--- config.mk ---
export PLATFORM = sky130hd
export DESIGN_NAME = kypd_key_emulator
export DESIGN_NICKNAME = d
export VERILOG_FILES = /design/src/rtl/kypd_pkg.sv /design/src/rtl/kypd_key_fifo.sv /design/src/rtl/kypd_key_emulator.sv
export SDC_FILE = /design/constraint.sdc
export NUM_CORES = 1
export LEC_CHECK = 0
export BUFFER_PORTS_ARGS = -buffer_cell sky130_fd_sc_hd__buf_2
export CORE_ASPECT_RATIO = 1.25
export CORE_MARGIN = 8
export CORE_UTILIZATION = 60
export DETAILED_ROUTE_END_ITERATION = 8
export GPL_ROUTABILITY_DRIVEN = 0
export GPL_TIMING_DRIVEN = 0
export PLACE_DENSITY = 0.79
export SLEW_MARGIN = 20
export SYNTH_ARGS = -nofsm -noshare
export SYNTH_HDL_FRONTEND = slang
export SYNTH_SLANG_ARGS = --single-unit
--- constraint.sdc ---
create_clock -name clk -period 4.3 [get_ports clk]
set_clock_uncertainty 0.2 [all_clocks]
set_input_delay 0.86 -clock clk [delete_from_list [all_inputs] [get_ports clk]]
set_output_delay 0.86 -clock clk [all_outputs]
set_load 0.03 [all_outputs]
--- src/rtl/kypd_pkg.sv ---
// ------------------------------------------------------------------
// kypd_pkg : state encoding and key-map helpers for the keypad emulator
// Rev 1.0
// ------------------------------------------------------------------
`default_nettype none

package kypd_pkg;

  typedef enum logic [1:0] {
    ST_IDLE  = 2'd0,
    ST_PRESS = 2'd1,
    ST_GAP   = 2'd2
  } state_t;

  localparam logic [3:0] ALL_RELEASED = 4'hF;

  // Row index (0 = Row1) of a hex key on the Pmod KYPD layout.
  function automatic logic [1:0] key_row(input logic [3:0] code);
    case (code)
      4'h1, 4'h2, 4'h3, 4'hA: key_row = 2'd0;
      4'h4, 4'h5, 4'h6, 4'hB: key_row = 2'd1;
      4'h7, 4'h8, 4'h9, 4'hC: key_row = 2'd2;
      default:                key_row = 2'd3;
    endcase
  endfunction

  // Column index (0 = Col1) of a hex key on the Pmod KYPD layout.
  function automatic logic [1:0] key_col(input logic [3:0] code);
    case (code)
      4'h1, 4'h4, 4'h7, 4'h0: key_col = 2'd0;
      4'h2, 4'h5, 4'h8, 4'hF: key_col = 2'd1;
      4'h3, 4'h6, 4'h9, 4'hE: key_col = 2'd2;
      default:                key_col = 2'd3;
    endcase
  endfunction

endpackage

`default_nettype wire

--- src/rtl/kypd_key_fifo.sv ---
// ------------------------------------------------------------------
// kypd_key_fifo : DEPTH-entry queue of 4-bit key codes with flush
// Rev 1.0
// ------------------------------------------------------------------
`default_nettype none

module kypd_key_fifo #(
  parameter int DEPTH = 8
) (
  input  logic       clk,
  input  logic       rst,
  input  logic       flush,
  input  logic       push,
  input  logic [3:0] din,
  input  logic       pop,
  output logic [3:0] dout,
  output logic       full,
  output logic       empty
);

  localparam int AW = $clog2(DEPTH);

  logic [3:0]    mem [DEPTH];
  logic [AW-1:0] wr_ptr;
  logic [AW-1:0] rd_ptr;
  logic [AW:0]   count;
  logic          push_ok;
  logic          pop_ok;

  assign full    = (count == (AW+1)'(DEPTH));
  assign empty   = (count == '0);
  assign push_ok = push && !full && !flush;
  assign pop_ok  = pop && !empty && !flush;
  assign dout    = mem[rd_ptr];

  always_ff @(posedge clk or posedge rst) begin
    if (rst) begin
      wr_ptr <= '0;
      rd_ptr <= '0;
      count  <= '0;
    end else if (flush) begin
      wr_ptr <= '0;
      rd_ptr <= '0;
      count  <= '0;
    end else begin
      if (push_ok) wr_ptr <= wr_ptr + 1'b1;
      if (pop_ok)  rd_ptr <= rd_ptr + 1'b1;
      if (push_ok && !pop_ok)      count <= count + 1'b1;
      else if (pop_ok && !push_ok) count <= count - 1'b1;
    end
  end

  always_ff @(posedge clk) begin
    if (push_ok) mem[wr_ptr] <= din;
  end

endmodule

`default_nettype wire

--- src/rtl/kypd_key_emulator.sv ---
// ------------------------------------------------------------------
// kypd_key_emulator : plays queued hex keys back onto a KYPD scan bus
// Rev 1.0
// ------------------------------------------------------------------
`default_nettype none

module kypd_key_emulator
  import kypd_pkg::*;
#(
  parameter int HOLD_CYCLES = 2_000_000,
  parameter int GAP_CYCLES  = 2_000_000,
  parameter int DEPTH       = 8
) (
  input  logic       clk,
  input  logic       rst,
  input  logic [3:0] key_in,
  input  logic       key_in_valid,
  output logic       key_in_ready,
  input  logic       abort,
  input  logic [3:0] col,
  output logic [3:0] row,
  output logic       pressed,
  output logic [3:0] cur_key,
  output logic       busy
);

  localparam int MAX_CYC = (HOLD_CYCLES > GAP_CYCLES) ? HOLD_CYCLES : GAP_CYCLES;
  localparam int CW      = (MAX_CYC > 1) ? $clog2(MAX_CYC) : 1;
  localparam logic [CW-1:0] HOLD_LAST = CW'(HOLD_CYCLES - 1);
  localparam logic [CW-1:0] GAP_LAST  = CW'(GAP_CYCLES - 1);

  state_t        state;
  logic [CW-1:0] counter;
  logic [3:0]    head;
  logic          full;
  logic          empty;
  logic          push;
  logic          pop;

  assign key_in_ready = !full;
  assign push         = key_in_valid && !full;
  assign pop          = (state == ST_IDLE) && !empty && !abort;

  kypd_key_fifo #(.DEPTH(DEPTH)) u_fifo (
    .clk   (clk),
    .rst   (rst),
    .flush (abort),
    .push  (push),
    .din   (key_in),
    .pop   (pop),
    .dout  (head),
    .full  (full),
    .empty (empty)
  );

  always_ff @(posedge clk or posedge rst) begin
    if (rst) begin
      state   <= ST_IDLE;
      counter <= '0;
      pressed <= 1'b0;
      cur_key <= 4'h0;
      busy    <= 1'b0;
      row     <= ALL_RELEASED;
    end else if (abort) begin
      // cur_key deliberately survives an abort so software can see what was cut short
      state   <= ST_IDLE;
      counter <= '0;
      pressed <= 1'b0;
      busy    <= 1'b0;
      row     <= ALL_RELEASED;
    end else begin
      busy <= (state != ST_IDLE) || !empty;
      row  <= (pressed && !col[key_col(cur_key)]) ? ~(4'b0001 << key_row(cur_key))
                                                  : ALL_RELEASED;
      case (state)
        ST_IDLE: begin
          if (!empty) begin
            cur_key <= head;
            counter <= '0;
            pressed <= 1'b1;
            state   <= ST_PRESS;
          end
        end
        ST_PRESS: begin
          if (counter == HOLD_LAST) begin
            counter <= '0;
            pressed <= 1'b0;
            state   <= ST_GAP;
          end else begin
            counter <= counter + 1'b1;
          end
        end
        ST_GAP: begin
          if (counter == GAP_LAST) begin
            counter <= '0;
            state   <= ST_IDLE;
          end else begin
            counter <= counter + 1'b1;
          end
        end
        default: begin
          counter <= '0;
          pressed <= 1'b0;
          state   <= ST_IDLE;
        end
      endcase
    end
  end

endmodule

`default_nettype wire
==> results of run 1 <==
layout by cell type, fill, tap and decap left out, types with 3 or more instances in the layout:
master                     count
sky130_fd_sc_hd__dfstp_2       4
sky130_fd_sc_hd__nand2_1      31
sky130_fd_sc_hd__dfrtp_1      39
sky130_fd_sc_hd__nand2b_1     10
sky130_fd_sc_hd__nand3_1      19
sky130_fd_sc_hd__a211oi_1      4
sky130_fd_sc_hd__mux2i_1       9
sky130_fd_sc_hd__nor2_1       32
sky130_fd_sc_hd__nor3_1        5
sky130_fd_sc_hd__ha_1          9
sky130_fd_sc_hd__o21ai_0       7
sky130_fd_sc_hd__clkbuf_1     12
sky130_fd_sc_hd__inv_1        10
sky130_fd_sc_hd__nand4_1       5
sky130_fd_sc_hd__a21oi_1      17
sky130_fd_sc_hd__a21o_1        4
sky130_fd_sc_hd__and4_1        3
sky130_fd_sc_hd__mux4_2        8
sky130_fd_sc_hd__a31oi_1      20
sky130_fd_sc_hd__edfxtp_1     32
sky130_fd_sc_hd__and3_1        7
sky130_fd_sc_hd__xor2_1        6
sky130_fd_sc_hd__buf_2        26
sky130_fd_sc_hd__clkbuf_8      9
sky130_fd_sc_hd__or3_1         3
cell usage after synthesis, drive strengths merged, types with 2 or more instances:
cell type / count
dfstp: 4
a21oi: 17
nand2: 31
a31oi: 20
ha: 9
a21o: 5
o21ai: 7
and3: 9
nor2: 32
or3: 3
and2: 2
nand4: 5
buf: 5
inv: 11
a211oi: 4
nand3: 19
and4: 4
mux2i: 9
nor3: 5
nor3b: 3
or2: 2
xnor2: 3
edfxtp: 32
o31ai: 2
nor4: 4
mux4: 8
clkbuf: 12
nand2b: 10
dfrtp: 39
xor2: 6
flip-flops by register name, indices dropped and copies added (netlist names):
| register | cells |
|---|---|
| u_fifo.count | 4 |
| pressed | 1 |
| u_fifo.mem | 32 |
| state | 2 |
| u_fifo.wr_ptr | 3 |
| busy | 1 |
| cur_key | 4 |
| counter | 21 |
| row | 4 |
| u_fifo.rd_ptr | 3 |
through the flow:
step | std cells | total power [mW] | setup slack, ps | hold WS (ps) | utilization [%]
after floorplan | 337 | 1.64 | 1550 | 250 | -
after global placement | 444 | 1.82 | 1450 | 272 | 64.7
final | 461 | 2.37 | 1460 | 295 | 68.2
after detailed placement | 445 | 1.86 | 1390 | 285 | 65.2
after global routing | 461 | 2.52 | 1230 | 319 | 68.2
after CTS | 461 | 2.38 | 1470 | 295 | 68.2
cell families after synthesis:
logic type | Yosys count | synth area share, %
buffers and inverters | 28 | 2.94
AO/OA/AOI/OAI | 64 | 11.0
adder cells (fa/ha/maj) | 10 | 3.54
flip-flops | 75 | 54.5
multiplexers | 17 | 7.21
AND/OR/NAND/NOR | 134 | 18.6
XOR/XNOR | 9 | 2.30
worst max path at each step:
| stage | startpoint | to | cells past startpoint |
|---|---|---|---|
| 5_1_grt | u_fifo.count[1] | u_fifo.count[3] | 10 |
| 6_report | u_fifo.count[1] | u_fifo.count[3] | 10 |
| 3_3_place_gp | abort | u_fifo.count[3] | 10 |
| 2_1_floorplan | u_fifo.count[1] | u_fifo.count[3] | 10 |
| 4_1_cts | u_fifo.count[1] | u_fifo.count[3] | 10 |
| 3_5_place_dp | abort | u_fifo.count[3] | 10 |
power breakdown:
| part | total (mW) | switching, mW | internal [mW] | leakage [nW] |
|---|---|---|---|---|
| Clock | 0.515 | 0.295 | 0.220 | 0.0936 |
| Combinational | 0.957 | 0.587 | 0.370 | 0.673 |
| Sequential | 0.900 | 0.0688 | 0.831 | 0.853 |
| Total | 2.37 | 0.950 | 1.42 | 1.62 |
layer usage:
metal	vias up	wire length (µm)	global-route usage [%]
met5	-	0	0
met2	55	3960	30.3
met3	17	277	4.58
met1	1325	3180	20.6
met4	0	237	8.52
li1	1319	-	-
layout make-up:
type,count,area (µm²)
flip-flops and latches,75,2040
fillers,459,1950
multi-input cells,234,1600
repair buffers,23,138
clock buffers,9,124
well taps,85,106
plain buffers,17,68.8
clock inverters,7,61.3
inverters,11,41.3
worst max-delay path: cells and delay by family, from the launching register on:
kind                     cells  cell delay (ps)
flip-flops                   1              440
AO/OA/AOI/OAI                4              620
AND/OR/NAND/NOR              5             1220
adder cells (fa/ha/maj)      1              250
==> flow_summary_export.csv, run 1 <==
group,metric,value,unit
sta,max_slew.worst_pin.slew,1030,ps
worst_setup_path,critPathMaxFanout,7,
sta,timing_max_transition_violations_final,0,
floorplan,floorplan.initialDensity,61.2,%
clocking,cts-resized-gates,0,
floorplan,fp.coreArea,0.00613,mm²
sta,fin_tns_setup,0,ps
yosys,post_synth_num_cell_types,53,
clocking,clkSlewWorstSetupHoldPaths,90,ps
drt,drt_wl_total,7.65,mm
yosys,synth_top_flop_cell,"sky130_fd_sc_hd__dfrtp_1",
yosys,synthesis.area,0.00375,mm²
worst_setup_path,timing_worst_setup_path_type,"flip-flop to flip-flop",
sta,finalHoldViolations,0,
layout,drive_gt1_share,17.8,%
yosys,synthesis.area_per_instance,11.1,µm²
layout,final_nets,393,
power_and_ir_drop,leakagePower,1.62,nW
worst_setup_path,timing.rr.start,"u_fifo.count[1]",
layout,final_cell_area,0.00418,mm²
sta,timing.slew.headroom,30.8,%
worst_setup_path,cp_data_arrival_time,2890,ps
clocking,numCtsBuffers,9,
drt,routed_wire_length_per_instance,16.6,µm
worst_setup_path,regToRegSetupSlack,1460,ps
yosys,top_cells_by_area_in_the_synthesized_netlist,"sky130_fd_sc_hd__dfrtp_1, sky130_fd_sc_hd__edfxtp_1, sky130_fd_sc_hd__mux4_2",
worst_setup_path,critical_path.max_stage_delay,610,ps
drt,antenna_violating_nets_left,0,
drt,detail_route.iter0.violations,120,
placed_design,placed_area,0.00399,mm²
hold_path,hold_path_depth,1,
drt,drt_pass1_iterations,4,
global_route,grt_max_degree,24,
clocking,cts.sinks,75,
drt,viasPerCell,5.89,
worst_setup_path,critical-path-slowest-cell,"sky130_fd_sc_hd__or4b_1",
yosys,synth.ff_latch_count,75,
clocking,cts.repair_timing.setup_buffer_count,0,
global_route,grt.overflow.total,0,
worst_setup_path,worst_ep_required_time,4340,ps
yosys,syn-instance-count,337,
outcome,status,"completed",
global_route,grt_first_pass_wirelength,12.9,mm
worst_setup_path,critical_path.reg2reg.endpoint,"u_fifo.count[3]",
worst_setup_path,path_common_cell,"sky130_fd_sc_hd__nand2_1",
clocking,cts_tree,"done",
power_and_ir_drop,max_ir_drop_vdd,0.000324,V
worst_setup_path,critPathLaunchType,"flip-flop",
yosys,yosysTopAreaCellShare,26.0,%
clocking,hold_buffers,0,
worst_setup_path,crit_path_end_kind,"flip-flop",
clocking,clkLatencyLatePin,360,ps
floorplan,ioPinCount,23,
clocking,htree_num_levels,3,
run,drv.max_cap_violation_count,0,
floorplan,die_w,86.7,µm
clocking,clk_root_buffer_cell,"sky130_fd_sc_hd__clkbuf_8",
worst_setup_path,worst-r2r-cell-count,10,
global_route,grt_pass1_vias,2799,
hold_path,hold_start,"counter[16]",
yosys,synth-edff-count,32,
drt,drc,0,
layout,diodes,0,
worst_setup_path,timing.critical_path.cells,"or4b_1, nand2_1, nor2_1, nand2_1, ha_1, a21o_1, a21oi_1, nor3_1, o21ai_0, o31ai_1",
yosys,seq_area_frac_synth,54.5,%
power_and_ir_drop,power-per-cell-area,568,mW/mm²
sta,setup_viol,0,
global_route,globalRouteTotalUtil,18.0,%
clocking,cts.path.max_buffers,2,
placed_design,io_buffers,22,
floorplan,fp.dieArea,0.00905,mm²
hold_path,hold_class,"flip-flop to flip-flop",
floorplan,die-height,104,µm
placed_design,dp.final_hpwl,5.49,mm
yosys,post-synth-top-area-cell,"sky130_fd_sc_hd__dfrtp_1",
yosys,yosys_warnings,0,
yosys,mappedNetlistNets,359,
sta,min_period_over_period,66.1,%
hold_path,min_delay_endpoint,"counter[16]",
floorplan,placementRows,32,
sta,grt_setup_unrepaired,"no",
global_route,antenna_found_initial,0,
sta,timing.fmax,352,MHz
sta,final_period_minus_worst_setup_slack,2840,ps
drt,route.vias.total,2716,
yosys,synth-async-reset-ratio,57.3,%
layout,syn2layout_area_growth,11.4,%
Power figures use the tool's default switching activity.
==> run 2, diff against run 1 <==
clock period = 2.7 ns   (was 4.3 ns; I/O delays follow)
==> run 2 against run 1 <==
Combinational power increased by 63%. Non-clock buffer count is 2 higher. Via count rose by 1.6%. Die area stayed put. Clock power rose by 75%. Total power up 65%. Critical endpoint unchanged.
==> flow_summary_export.csv, run 2 (same netlist as run 1, synthesis figures left out) <==
group,metric,value,unit
outcome,status,"completed",
drt,drt_wl_total,7.62,mm
worst_setup_path,critical-path-slowest-cell,"sky130_fd_sc_hd__or4b_4",
floorplan,fp.coreArea,0.00613,mm²
layout,final_cell_area,0.00424,mm²
worst_setup_path,cp_data_arrival_time,2670,ps
sta,timing_max_transition_violations_final,0,
sta,timing.slew.headroom,41.2,%
worst_setup_path,timing.critical_path.cells,"or4b_4, nand2_8, nor2_1, nand2_1, ha_1, a21o_1, a21oi_2, and3_1, o21ai_1, o31ai_1",
layout,final_nets,395,
placed_design,setup_slack_placement,-76.6,ps
worst_setup_path,critical_path.max_stage_delay,610,ps
drt,routed_wire_length_per_instance,16.5,µm
global_route,grt.overflow.total,0,
floorplan,ioPinCount,23,
worst_setup_path,critPathLaunchType,"flip-flop",
sta,final_period_minus_worst_setup_slack,2600,ps
run,drv.max_cap_violation_count,0,
clocking,cts.sinks,75,
sta,holdWs,239,ps
global_route,globalRouteTotalUtil,18.2,%
worst_setup_path,timing.rr.start,"u_fifo.count[1]",
placed_design,dp.final_hpwl,5.16,mm
floorplan,floorplan.initialDensity,61.2,%
layout,registers_with_the_most_flip_flops,"u_fifo.mem: 32 flops, counter: 21 flops",
worst_setup_path,critPathMaxFanout,7,
drt,detail_route.iter0.violations,164,
sta,min_period_over_period,96.3,%
layout,largest_reg_flops,32,
layout,largest-register,"u_fifo.mem",
floorplan,die-height,104,µm
layout,syn2layout_area_growth,13.2,%
hold_path,hold_class,"input port to flip-flop",
global_route,grt_first_pass_wirelength,12.9,mm
layout,layout.cells.most_common_list,"sky130_fd_sc_hd__dfrtp_1, sky130_fd_sc_hd__nor2_1, sky130_fd_sc_hd__edfxtp_1, sky130_fd_sc_hd__nand2_1, sky130_fd_sc_hd__buf_2",
power_and_ir_drop,leakagePower,1.64,nW
sta,finalHoldViolations,0,
clocking,clkSlewWorstSetupHoldPaths,90,ps
hold_path,hold_start,"key_in[3]",
worst_setup_path,worst_ep_required_time,2770,ps
drt,viasPerCell,5.96,
clocking,cts_tree,"done",
clocking,numCtsBuffers,9,
sta,max_slew.worst_pin.slew,875,ps
worst_setup_path,cp-endpoint,"u_fifo.count[3]",
placed_design,io_buffers,22,
layout,drive_gt1_share,19.0,%
worst_setup_path,critical_path.reg2reg.endpoint,"u_fifo.count[3]",
clocking,clkLatencyLatePin,360,ps
floorplan,die_w,86.7,µm
drt,drc,0,
worst_setup_path,timing_worst_setup_path_type,"flip-flop to flip-flop",
layout,postLayoutCoreUtil,69.3,%
power_and_ir_drop,max_ir_drop_vdd,0.000625,V
floorplan,placementRows,32,
global_route,grt_pass1_vias,2766,
sta,final_critical_path_setup_slack,99.5,ps
drt,route.vias.total,2760,
layout,diodes,0,
worst_setup_path,crit_path_end_kind,"flip-flop",
layout,most_common_cell_after_layout_fill_and_taps_aside,"sky130_fd_sc_hd__dfrtp_1",
drt,drt_pass1_iterations,5,
worst_setup_path,regToRegSetupSlack,100,ps
drt,antenna_violating_nets_left,0,
sta,setup_viol,0,
floorplan,fp.dieArea,0.00905,mm²
global_route,antenna_found_initial,0,
clocking,clk_root_buffer_cell,"sky130_fd_sc_hd__clkbuf_8",
clocking,cts.path.max_buffers,2,
sta,timing.fmax,385,MHz
placed_design,placed_area,0.00399,mm²
power_and_ir_drop,report.power.total,3.91,mW
global_route,grt_max_degree,32,
clocking,htree_num_levels,3,
worst_setup_path,worst-r2r-cell-count,10,
power_and_ir_drop,power-per-cell-area,922,mW/mm²
worst_setup_path,cp-startpoint,"u_fifo.count[1]",
-- run 2: cell count changes in the layout (fill, tap and decap cells not counted), sizes merged --
cell,previous run,this run
dlygate4sd3,0,1
bufinv,0,1
buf,28,29
clkinv,3,2
-- run 2: how the worst min path moves through the flow --
stage / endpoint / slack [ps] / cells past startpoint
2_1_floorplan: counter[20] / 250 / 1
3_3_place_gp: counter[20] / 270 / 1
3_5_place_dp: counter[20] / 280 / 1
4_1_cts: u_fifo.mem[6][0] / 240 / 1
5_1_grt: u_fifo.mem[4][3] / 240 / 1
6_report: u_fifo.mem[4][3] / 240 / 1
-- run 2: critical path: cells and delay by family (launching register included) --
family | cells | cell delay (ps)
AO/OA/AOI/OAI | 4 | 490
adder cells (fa/ha/maj) | 1 | 250
flip-flops | 1 | 450
AND/OR/NAND/NOR | 5 | 1130
-- run 2: layout make-up --
cell class	count	area [µm²]
Sequential cell	75	2040
Fill cell	453	1880
Clock inverter	7	83.8
Tap cell	85	106
Buffer	17	68.8
Multi-Input combinational cell	234	1630
Timing Repair Buffer	25	148
Inverter	11	41.3
Clock buffer	9	124
-- run 2: metal layers --
layer | routed length (µm) | track usage, % | vias up
li1 | - | - | 1334
met1 | 3190 | 21.9 | 1359
met2 | 4020 | 29.6 | 57
met3 | 297 | 5.06 | 10
met4 | 109 | 7.41 | 0
met5 | 0 | 0 | -
-- run 2: stage by stage --
stage / instances / setup TNS [ps]
3_3_place_gp: 444 / -10.9
3_5_place_dp: 445 / -76.6
6_report: 463 / 0
2_1_floorplan: 337 / 0
5_1_grt: 463 / -27.8
4_1_cts: 462 / 0
-- run 2: power breakdown --
| part | switching (mW) | internal, mW | total (mW) |
|---|---|---|---|
| Combinational | 0.945 | 0.616 | 1.56 |
| Clock | 0.459 | 0.442 | 0.902 |
| Sequential | 0.126 | 1.32 | 1.45 |
-- run 2: what timing repair did --
item	CTS	global route
pin swaps	0	1
resized for setup	3	4
hold endpoints to repair	8	0
setup buffers	0	1
hold buffers	1	0
setup endpoints to repair	1	1
